[config.mk]
export PLATFORM = sky130hd
export DESIGN_NAME = mmio_bus_ctrl
export DESIGN_NICKNAME = d
export VERILOG_FILES = /design/src/rtl/mmio_bus_ctrl.sv
export SDC_FILE = /design/constraint.sdc
export NUM_CORES = 1
export LEC_CHECK = 0
export CORE_MARGIN = 5
export CORE_UTILIZATION = 51
export DETAILED_ROUTE_END_ITERATION = 8
export GPL_ROUTABILITY_DRIVEN = 0
export HOLD_SLACK_MARGIN = 0.05
export MAX_ROUTING_LAYER = met4
export PLACE_DENSITY = 0.88
export SYNTH_ARGS = -nofsm -noshare
export SYNTH_HDL_FRONTEND = slang
export SYNTH_SLANG_ARGS = --single-unit
[constraint.sdc]
create_clock -name clk -period 3.7 [get_ports clk]
set_clock_uncertainty 0.2 [all_clocks]
set_input_delay 0.74 -clock clk [delete_from_list [all_inputs] [get_ports clk]]
set_output_delay 0.74 -clock clk [all_outputs]
set_load 0.05 [all_outputs]
[src/rtl/mmio_bus_ctrl.sv]
// Memory-mapped I/O decoder: RAM, N_OUT output port registers, synchronised switches and a prescaled tick counter.
// Reads return data one cycle after rd with a single-cycle rvalid; there is no backpressure and writes always land.
module mmio_bus_ctrl #(
  parameter int DW       = 9,
  parameter int AW       = 9,
  parameter int RAM_AW   = 7,
  parameter int N_OUT    = 2,
  parameter int PRESCALE = 50
) (
  input  logic                clk,
  input  logic                resetn,
  input  logic [AW-1:0]       addr,
  input  logic [DW-1:0]       wdata,
  input  logic                w,
  input  logic                rd,
  output logic [DW-1:0]       rdata,
  output logic                rvalid,
  output logic [RAM_AW-1:0]   ram_addr,
  output logic                ram_wren,
  output logic [DW-1:0]       ram_data,
  input  logic [DW-1:0]       ram_q,
  input  logic [DW-1:0]       sw_in,
  output logic [N_OUT*DW-1:0] out_port
);

  localparam int            PW       = (PRESCALE > 1) ? $clog2(PRESCALE) : 1;
  localparam logic [PW-1:0] PRE_LAST = PW'(PRESCALE - 1);

  typedef enum logic [1:0] {
    REG_RAM = 2'b00,
    REG_OUT = 2'b01,
    REG_SW  = 2'b10,
    REG_CNT = 2'b11
  } region_e;

  typedef enum logic [1:0] {
    SEL_NONE = 2'b00,
    SEL_RAM  = 2'b01,
    SEL_CAP  = 2'b10
  } rsel_e;

  region_e    region;
  logic [1:0] idx;
  logic       unused_addr;

  assign region      = region_e'(addr[AW-1:AW-2]);
  assign idx         = addr[1:0];
  assign unused_addr = ^addr;

  // RAM side is purely combinational so the RAM sees the write in the same cycle.
  assign ram_addr = addr[RAM_AW-1:0];
  assign ram_data = wdata;
  assign ram_wren = w && (region == REG_RAM);

  // ---------------------------------------------------------------- output ports
  logic [N_OUT-1:0][DW-1:0] out_q, out_d;
  logic [DW-1:0]            out_rd;

  always_comb begin
    out_d  = out_q;
    out_rd = '0;
    for (int k = 0; k < N_OUT; k++) begin
      if (idx == 2'(k)) begin
        out_rd = out_q[k];
        if (w && (region == REG_OUT)) begin
          out_d[k] = wdata;
        end
      end
    end
  end

  always_ff @(posedge clk or negedge resetn) begin
    if (!resetn) begin
      out_q <= '0;
    end else begin
      out_q <= out_d;
    end
  end

  assign out_port = out_q;

  // ---------------------------------------------------------------- switch synchroniser
  logic [DW-1:0] sync1_q, sync2_q;

  always_ff @(posedge clk or negedge resetn) begin
    if (!resetn) begin
      sync1_q <= '0;
      sync2_q <= '0;
    end else begin
      sync1_q <= sw_in;
      sync2_q <= sync1_q;
    end
  end

  // ---------------------------------------------------------------- tick counter
  logic [PW-1:0] pre_q, pre_d;
  logic [DW-1:0] cnt_q, cnt_d;

  // A bus write to the counter region wins over a tick due on the same edge.
  always_comb begin
    pre_d = pre_q;
    cnt_d = cnt_q;
    if (w && (region == REG_CNT)) begin
      pre_d = '0;
      cnt_d = '0;
    end else if (pre_q == PRE_LAST) begin
      pre_d = '0;
      cnt_d = cnt_q + DW'(1);
    end else begin
      pre_d = pre_q + PW'(1);
    end
  end

  always_ff @(posedge clk or negedge resetn) begin
    if (!resetn) begin
      pre_q <= '0;
      cnt_q <= '0;
    end else begin
      pre_q <= pre_d;
      cnt_q <= cnt_d;
    end
  end

  // ---------------------------------------------------------------- registered read path
  rsel_e         rsel_q, rsel_d;
  logic [DW-1:0] cap_q, cap_d;

  // Non-RAM sources are captured at the request edge so reads see pre-write values.
  always_comb begin
    rsel_d = SEL_NONE;
    cap_d  = cap_q;
    if (rd) begin
      unique case (region)
        REG_RAM: rsel_d = SEL_RAM;
        REG_OUT: begin
          rsel_d = SEL_CAP;
          cap_d  = out_rd;
        end
        REG_SW: begin
          rsel_d = SEL_CAP;
          cap_d  = sync2_q;
        end
        REG_CNT: begin
          rsel_d = SEL_CAP;
          cap_d  = cnt_q;
        end
      endcase
    end
  end

  always_ff @(posedge clk or negedge resetn) begin
    if (!resetn) begin
      rsel_q <= SEL_NONE;
      cap_q  <= '0;
    end else begin
      rsel_q <= rsel_d;
      cap_q  <= cap_d;
    end
  end

  always_comb begin
    rvalid = 1'b0;
    rdata  = '0;
    case (rsel_q)
      SEL_RAM: begin
        rvalid = 1'b1;
        rdata  = ram_q;
      end
      SEL_CAP: begin
        rvalid = 1'b1;
        rdata  = cap_q;
      end
      default: begin
        rvalid = 1'b0;
        rdata  = '0;
      end
    endcase
  end

endmodule
# == After elaboration in Yosys (flattened, before gate mapping) ==
# Cells that the tools add are included.
# totals
reg_bits,62
latchBits,0
ramBits,0
rom_bits,0
in_bits,40
n_memories,0
# op_classes
addsub,2
multipliers,0
div_mod_pow,0
n_lt_le_gt_ge,0
n_eq_ne,7
shifts,0
n_mux,11
bitwise,0
reduce_logical,12
# ops
operator,n
two-way mux 9 bit,4
case mux 9 bit (3 select lines),1
case mux 9 bit (2 select lines),1
two-way mux 6 bit,2
adder 9 x 1 -> 9 bit (second input constant),1
adder 6 x 1 -> 6 bit (second input constant),1
equality test 2 x 1 -> 1 bit (second input constant),3
equality test 2 bit (second input constant),3
equality test 6 bit (second input constant),1
AND reduction 2 bit,3
logical NOT 2 bit,2
case mux 2 bit (2 select lines),1
logical AND 1 bit,3
nonzero test 3 bit,1
OR reduction 3 bit,1
two-way mux 2 bit,1
nonzero test 2 bit,1
OR reduction 2 bit,1
two-way mux 1 bit,1

# == Logic depth before layout (Yosys ltp) ==
# Gate-level depths: netlist of run 1.
# depth
ltp_word,4
mapped_depth,5
ltp_nobuf,5

# == Worst setup path before layout of run 1 ==
# OpenSTA, ideal clock, no wires.
# synth_path
kind,register -> output
start,reg rsel_q[0]
end,out rdata[0]
t_arrival_ps,1561
required_ps,2760
slack_ps,1199
path_stages_with_launch,6
path_buffers,1
path_cell_list,dfrtp_1 -> inv_1 -> ha_1 -> clkbuf_1 -> a22oi_1 -> nor2_1
# synth_via
elab_chain_len,2
elab_cells_between_ends,3
# synth_lines
element,line_no,source
start: declaration,125,"rsel_e rsel_q, rsel_d;"
start signal: assignment,156,rsel_q <= rsel_d;
equality test 2 bit / equality test 2 x 1 -> 1 bit (equally long branches),164,case (rsel_q)
case mux 9 bit (2 select lines) *,164,
end: declaration,16,"output logic [DW-1:0] rdata,"
# Every way passes the cells marked *; elsewhere a longest branch is shown, timed or not.

# == Final worst setup path of run 1 ==
# layout_path
start,reg rsel_q[0]
end,out rdata[4]
# Same word-level chain as after synthesis.

==> results.py, run 1 <==
metrics = {
    "detailed_routing": {
        "wl_per_cell_um": 16.2,
        "viasPerCell": 5.48,
        "routed_wl_um": 6360,
        "drc": 0,
        "drt_first_pass_iters": 4,
        "dr_total_vias": 2154,
        "drt_iter0_drc": 194,
        "drtAntennaViolNets": 0,
    },
    "final_layout": {
        "mostFrequentLayoutCells": "clkdlybuf4s50_1, dfrtp_1, o21ai_0",
        "final_util_pct": 68.9,
        "final_common_cell": "clkdlybuf4s50_1",
        "diodes": 0,
        "drive_gt1_share_pct": 13.1,
        "area_growth_pct": 31.8,
        "layout.nets": 361,
    },
    "clock_network": {
        "root_buffer": "clkbuf_8",
        "cts_sinks": 62,
        "cts_tree": "yes",
        "cts_buffer_depth": 2,
        "cts_resized": 0,
        "htreeDepth": 3,
        "cts_inserted_buffers": 9,
        "path_clk_slew_ns": 0.07,
        "post_cts_buffers": 0,
        "insertion_delay_ns": 0.34,
        "hold_buffers": 0,
    },
    "synthesis": {
        "syn_inst": 258,
        "seq_area_frac_synth_pct": 53.9,
        "synth_seq_cells": 62,
        "avgSynthCellArea_um2": 11.1,
        "synth_top_area_share_pct": 53.9,
        "yosysWarnings": 0,
        "yosysUniqueCellTypes": 35,
        "synth_nets": 303,
        "yosys-top-cells-area": "dfrtp_1, mux2_2, buf_4, mux2i_1, o21ai_0",
        "netlist_area_mm2": 0.00288,
        "netlist.top_cell.by_area": "dfrtp_1",
    },
    "grt": {
        "grt_antenna_before_repair": 0,
        "grt-ovfl-total": 0,
        "grt_pass1_wl_um": 10600,
        "grt_pass1_vias": 2178,
        "track_usage_pct": 19.4,
        "grt_max_degree": 35,
    },
    "pwr": {
        "switching_power_mw": 0.688,
        "peakVddDrop_uv": 370,
        "powerDensity_mw_per_mm2": 554,
        "leakagePower_nw": 1.58,
        "seqPwrFrac_pct": 40.1,
        "clkPwrFrac_pct": 32.2,
        "internal-power_mw": 1.41,
        "comb_power_share_pct": 27.7,
        "swShare_pct": 32.7,
    },
    "floorplan": {
        "pin_count": 85,
        "row_count": 27,
        "die_area_mm2": 0.00724,
        "placeableCoreArea_mm2": 0.00551,
        "initial_core_util_pct": 52.2,
        "die_w_um": 85.1,
        "die_h_um": 85.1,
    },
    "worst_setup_path": {
        "r2r_end": "cnt_q[6]",
        "critPathLaunchType": "flop",
        "cp-end-kind": "output pin",
        "path_max_fanout": 9,
        "timing.rr.start": "pre_q[2]",
        "r2r.worst_path.cells": 3,
        "arrival_ns": 2.25,
        "required_ns": 2.76,
        "critPathKind": "flop to output pin",
        "r2r_slack_ns": 1.69,
    },
    "timing": {
        "hold_violations": 0,
        "rsz0062_at_grt": "false",
        "timing.fmax_ghz": 0.314,
        "max_slew_margin_pct": 49.9,
        "final_max_slew_viol_count": 0,
        "fin_crit_sh_pct": 86.2,
        "fin_setup_tns_ns": 0,
        "setup_viol": 0,
        "worst_pin_slew_ns": 0.751,
        "period_minus_slack_ns": 3.19,
    },
    "hold_path": {
        "hold_end": "sync2_q[1]",
        "hp-class": "flop to flop",
        "hold_depth": 0,
        "min-delay-start": "sync1_q[1]",
    },
    "place": {
        "dp_hpwl_um": 4830,
        "port_buffers": 74,
    },
    "run_status": {
        "outcome": "complete, no violations",
    },
    "job": {
        "drv_cap": 0,
    },
}
## synthesized netlist by cell type
cell type and n:
dfrtp_1 62, o21ai_0 20, mux2_2 17, buf_4 16
nand3_1 15, nor2_1 15, mux2i_1 11, clkbuf_1 10
nor2b_1 10, a22oi_1 9, o22a_1 9, inv_1 8
a21oi_1 7, ha_1 5, nand2_1 5, o31ai_1 5
or4_1 5, buf_2 3, nand4_1 3, or3_1 3
and2_1 2, buf_1 2, nand2b_1 2, o21a_1 2
xor2_1 2, and3_1 1, mux2_1 1, nor3_1 1
nor3_4 1, nor4_1 1, nor4_2 1, o21ai_1 1
or2_1 1, or3b_1 1, xnor2_1 1
## per-layer routing
layer / vias up / global-route usage, % / wire, um / part of all wire [%]
met5: - / - / 0 / 0
met2: 66 / 31.3 / 3290 / 52
met1: 1048 / 22.3 / 2540 / 40
li1: 1021 / - / - / -
met4: 0 / 11.8 / 190 / 3.0
met3: 19 / 3.79 / 334 / 5.3
## cell families after synthesis
family,Yosys count,synth area share [%]
buf+inv,39,7.31
xor+xnor,3,0.914
mux,29,10.9
compound gates,53,11.8
flops,62,53.9
simple gates,67,13.0
fa+ha+maj,5,2.17
## worst max-delay path, cell delays in order, from the launching register on
cell	delay, ns
dfrtp_1	0.39
inv_1	0.06
ha_1	0.36
a22oi_1	0.15
nor2_1	0.13
clkdlybuf4s50_1	0.82
## worst max-delay path by stage
stage	to	slack, ns	startpoint
after CTS	rdata[1]	0.51	rsel_q[0]
after global routing	rdata[2]	0.42	rsel_q[1]
after detailed placement	rdata[4]	0.55	ram_q[4]
after floorplan	rdata[0]	1.20	rsel_q[0]
after global placement	rdata[2]	0.60	ram_q[2]
final	rdata[4]	0.51	rsel_q[0]
## per-stage QoR
stage / hold WS [ns] / cells / setup slack, ns / power, mW / instance area [um2]
2_1_floorplan: 0.131 / 258 / 1.20 / 1.24 / 2880
3_3_place_gp: 0.133 / 377 / 0.595 / 1.42 / 3560
3_5_place_dp: 0.135 / 377 / 0.545 / 1.44 / 3560
4_1_cts: 0.150 / 393 / 0.506 / 2.11 / 3790
5_1_grt: 0.164 / 393 / 0.425 / 2.19 / 3790
6_report: 0.149 / 393 / 0.510 / 2.10 / 3790
## layout make-up
cell class | count | area (um2)
flip-flops and latches | 62 | 1550
well taps | 72 | 90.1
repair buffers | 78 | 773
multi-input cells | 157 | 1110
clock buffers | 11 | 151
clock inverters | 5 | 81.3
inverters | 8 | 30.0
fillers | 401 | 1710
## power by group through the flow
stage	Clock, mW	Sequential [mW]	Combinational (mW)
floorplan	0	1.00	0.236
global placement	0	0.848	0.576
detailed placement	0	0.854	0.586
CTS	0.683	0.842	0.588
global route	0.718	0.856	0.618
finish	0.676	0.842	0.582
## sequential cells by signal, summed over array words and instances, names as in the netlist
name and flops:
pre_q 6, cnt_q 9, sync2_q 9, cap_q 9
out_port 18, sync1_q 9, rsel_q 2
Power figures use the tool's default switching activity.
==> run 2, diff against run 1 <==
- PLACE_DENSITY: 0.88 -> 0.85
==> results.py, run 2 (synthesis results as in run 1) <==
metrics = {
    "floorplan": {
        "die_h_um": 85.1,
        "row_count": 27,
        "placeableCoreArea_mm2": 0.00551,
        "initial_core_util_pct": 52.2,
        "die_w_um": 85.1,
        "die_area_mm2": 0.00724,
        "pin_count": 85,
    },
    "final_layout": {
        "diodes": 0,
        "area_growth_pct": 31.2,
        "nFillCells": 405,
        "final_util_pct": 68.6,
        "final_common_cell": "clkdlybuf4s50_1",
        "drive_gt1_share_pct": 12.5,
        "layout.nets": 361,
        "largest_register_ffs": 18,
        "mostFrequentLayoutCells": "clkdlybuf4s50_1, dfrtp_1, o21ai_0",
    },
    "clock_network": {
        "cts_tree": "yes",
        "cts_sinks": 62,
        "hold_buffers": 0,
        "insertion_delay_ns": 0.33,
        "path_clk_slew_ns": 0.06,
        "cts_buffer_depth": 2,
        "post_cts_buffers": 0,
        "root_buffer": "clkbuf_8",
        "cts_inserted_buffers": 9,
        "htreeDepth": 3,
        "cts_resized": 0,
    },
    "pwr": {
        "powerDensity_mw_per_mm2": 548,
        "peakVddDrop_uv": 352,
        "leakagePower_nw": 1.58,
        "total_power_mw": 2.07,
    },
    "worst_setup_path": {
        "critPathLaunchType": "flop",
        "arrival_ns": 2.29,
        "required_ns": 2.76,
        "path_max_fanout": 9,
        "cp-end-kind": "output pin",
        "critPathKind": "flop to output pin",
    },
    "grt": {
        "grt_pass1_wl_um": 10500,
        "grt_pass1_vias": 2093,
        "track_usage_pct": 19.3,
        "grt-ovfl-total": 0,
        "grt_antenna_before_repair": 0,
        "grt_max_degree": 51,
    },
    "detailed_routing": {
        "drc": 0,
        "drtAntennaViolNets": 0,
        "drt_iter0_drc": 261,
        "dr_total_vias": 2144,
        "viasPerCell": 5.46,
        "routed_wl_um": 6460,
        "wl_per_cell_um": 16.4,
        "drt_first_pass_iters": 4,
    },
    "hold_path": {
        "hp-class": "flop to flop",
    },
    "timing": {
        "setup_viol": 0,
        "rsz0062_at_grt": "false",
        "period_minus_slack_ns": 3.23,
        "timing.fmax_ghz": 0.310,
        "setup_slack_ns": 0.472,
        "hold_violations": 0,
        "fin_setup_tns_ns": 0,
        "fin_crit_sh_pct": 87.2,
        "worst_pin_slew_ns": 1.05,
        "final_max_slew_viol_count": 0,
        "max_slew_margin_pct": 29.9,
    },
    "run_status": {
        "outcome": "complete, no violations",
    },
    "place": {
        "port_buffers": 74,
        "preCtsSetupSlack_ns": 0.531,
        "dp_hpwl_um": 4870,
    },
    "job": {
        "drv_cap": 0,
    },
}
## run 2: cell count changes in the layout (fill, tap and decap cells not counted)
cell / before / now
clkbuf_8: 11 / 10
clkbuf_1: 0 / 2
clkinv_2: 1 / 2
clkinv_4: 1 / 0
clkinvlp_4: 1 / 0
## run 2: final timing paths
check / from / end / slack (ns) / cells after the start
setup reg to reg: pre_q[2] / cnt_q[5] / 1.64 / 3
setup / recovery: rsel_q[0] / rdata[1] / 0.47 / 5
min in group asynchronous: resetn / cnt_q[6] / 0.40 / 1
hold reg to reg: sync1_q[4] / sync2_q[4] / 0.15 / 0
hold / removal: sync1_q[4] / sync2_q[4] / 0.15 / 0
max in group asynchronous: resetn / cap_q[0] / 2.13 / 2
## run 2: where the power goes
| group | switching, mW | internal, mW |
|---|---|---|
| registers | 0.0710 | 0.772 |
| logic | 0.360 | 0.226 |
| clock network | 0.243 | 0.396 |
| total | 0.674 | 1.39 |
## run 2: area by class of cell
| class | count | area (um2) | area share, % |
|---|---|---|---|
| sequential | 62 | 1550 | 41.1 |
| multi-input combinational | 157 | 1110 | 29.5 |
| timing repair buffer | 78 | 773 | 20.5 |
| clock buffer | 12 | 145 | 3.84 |
| tap | 72 | 90.1 | 2.39 |
| clock inverter | 4 | 70.1 | 1.86 |
| inverter | 8 | 30.0 | 0.795 |
## run 2: layer usage
layer	vias to the layer above	wire [um]	track usage [%]
li1	1016	-	-
met2	57	3360	31.2
met1	1058	2620	23.0
met3	13	297	3.30
met4	0	174	10.2
met5	-	0	-
## run 2: stage by stage
stage / std cells / hold WS (ns) / cell area, um2
floorplan: 258 / 0.131 / 2880
global placement: 377 / 0.133 / 3560
detailed placement: 377 / 0.136 / 3560
CTS: 393 / 0.151 / 3770
global route: 393 / 0.155 / 3770
finish: 393 / 0.150 / 3770
## run 2: critical path, cell delays in order, from the launching register on
cell and delay (ns):
dfrtp_1 0.39, inv_1 0.07, ha_1 0.36, a22oi_1 0.16, nor2_1 0.13, clkdlybuf4s50_1 0.85
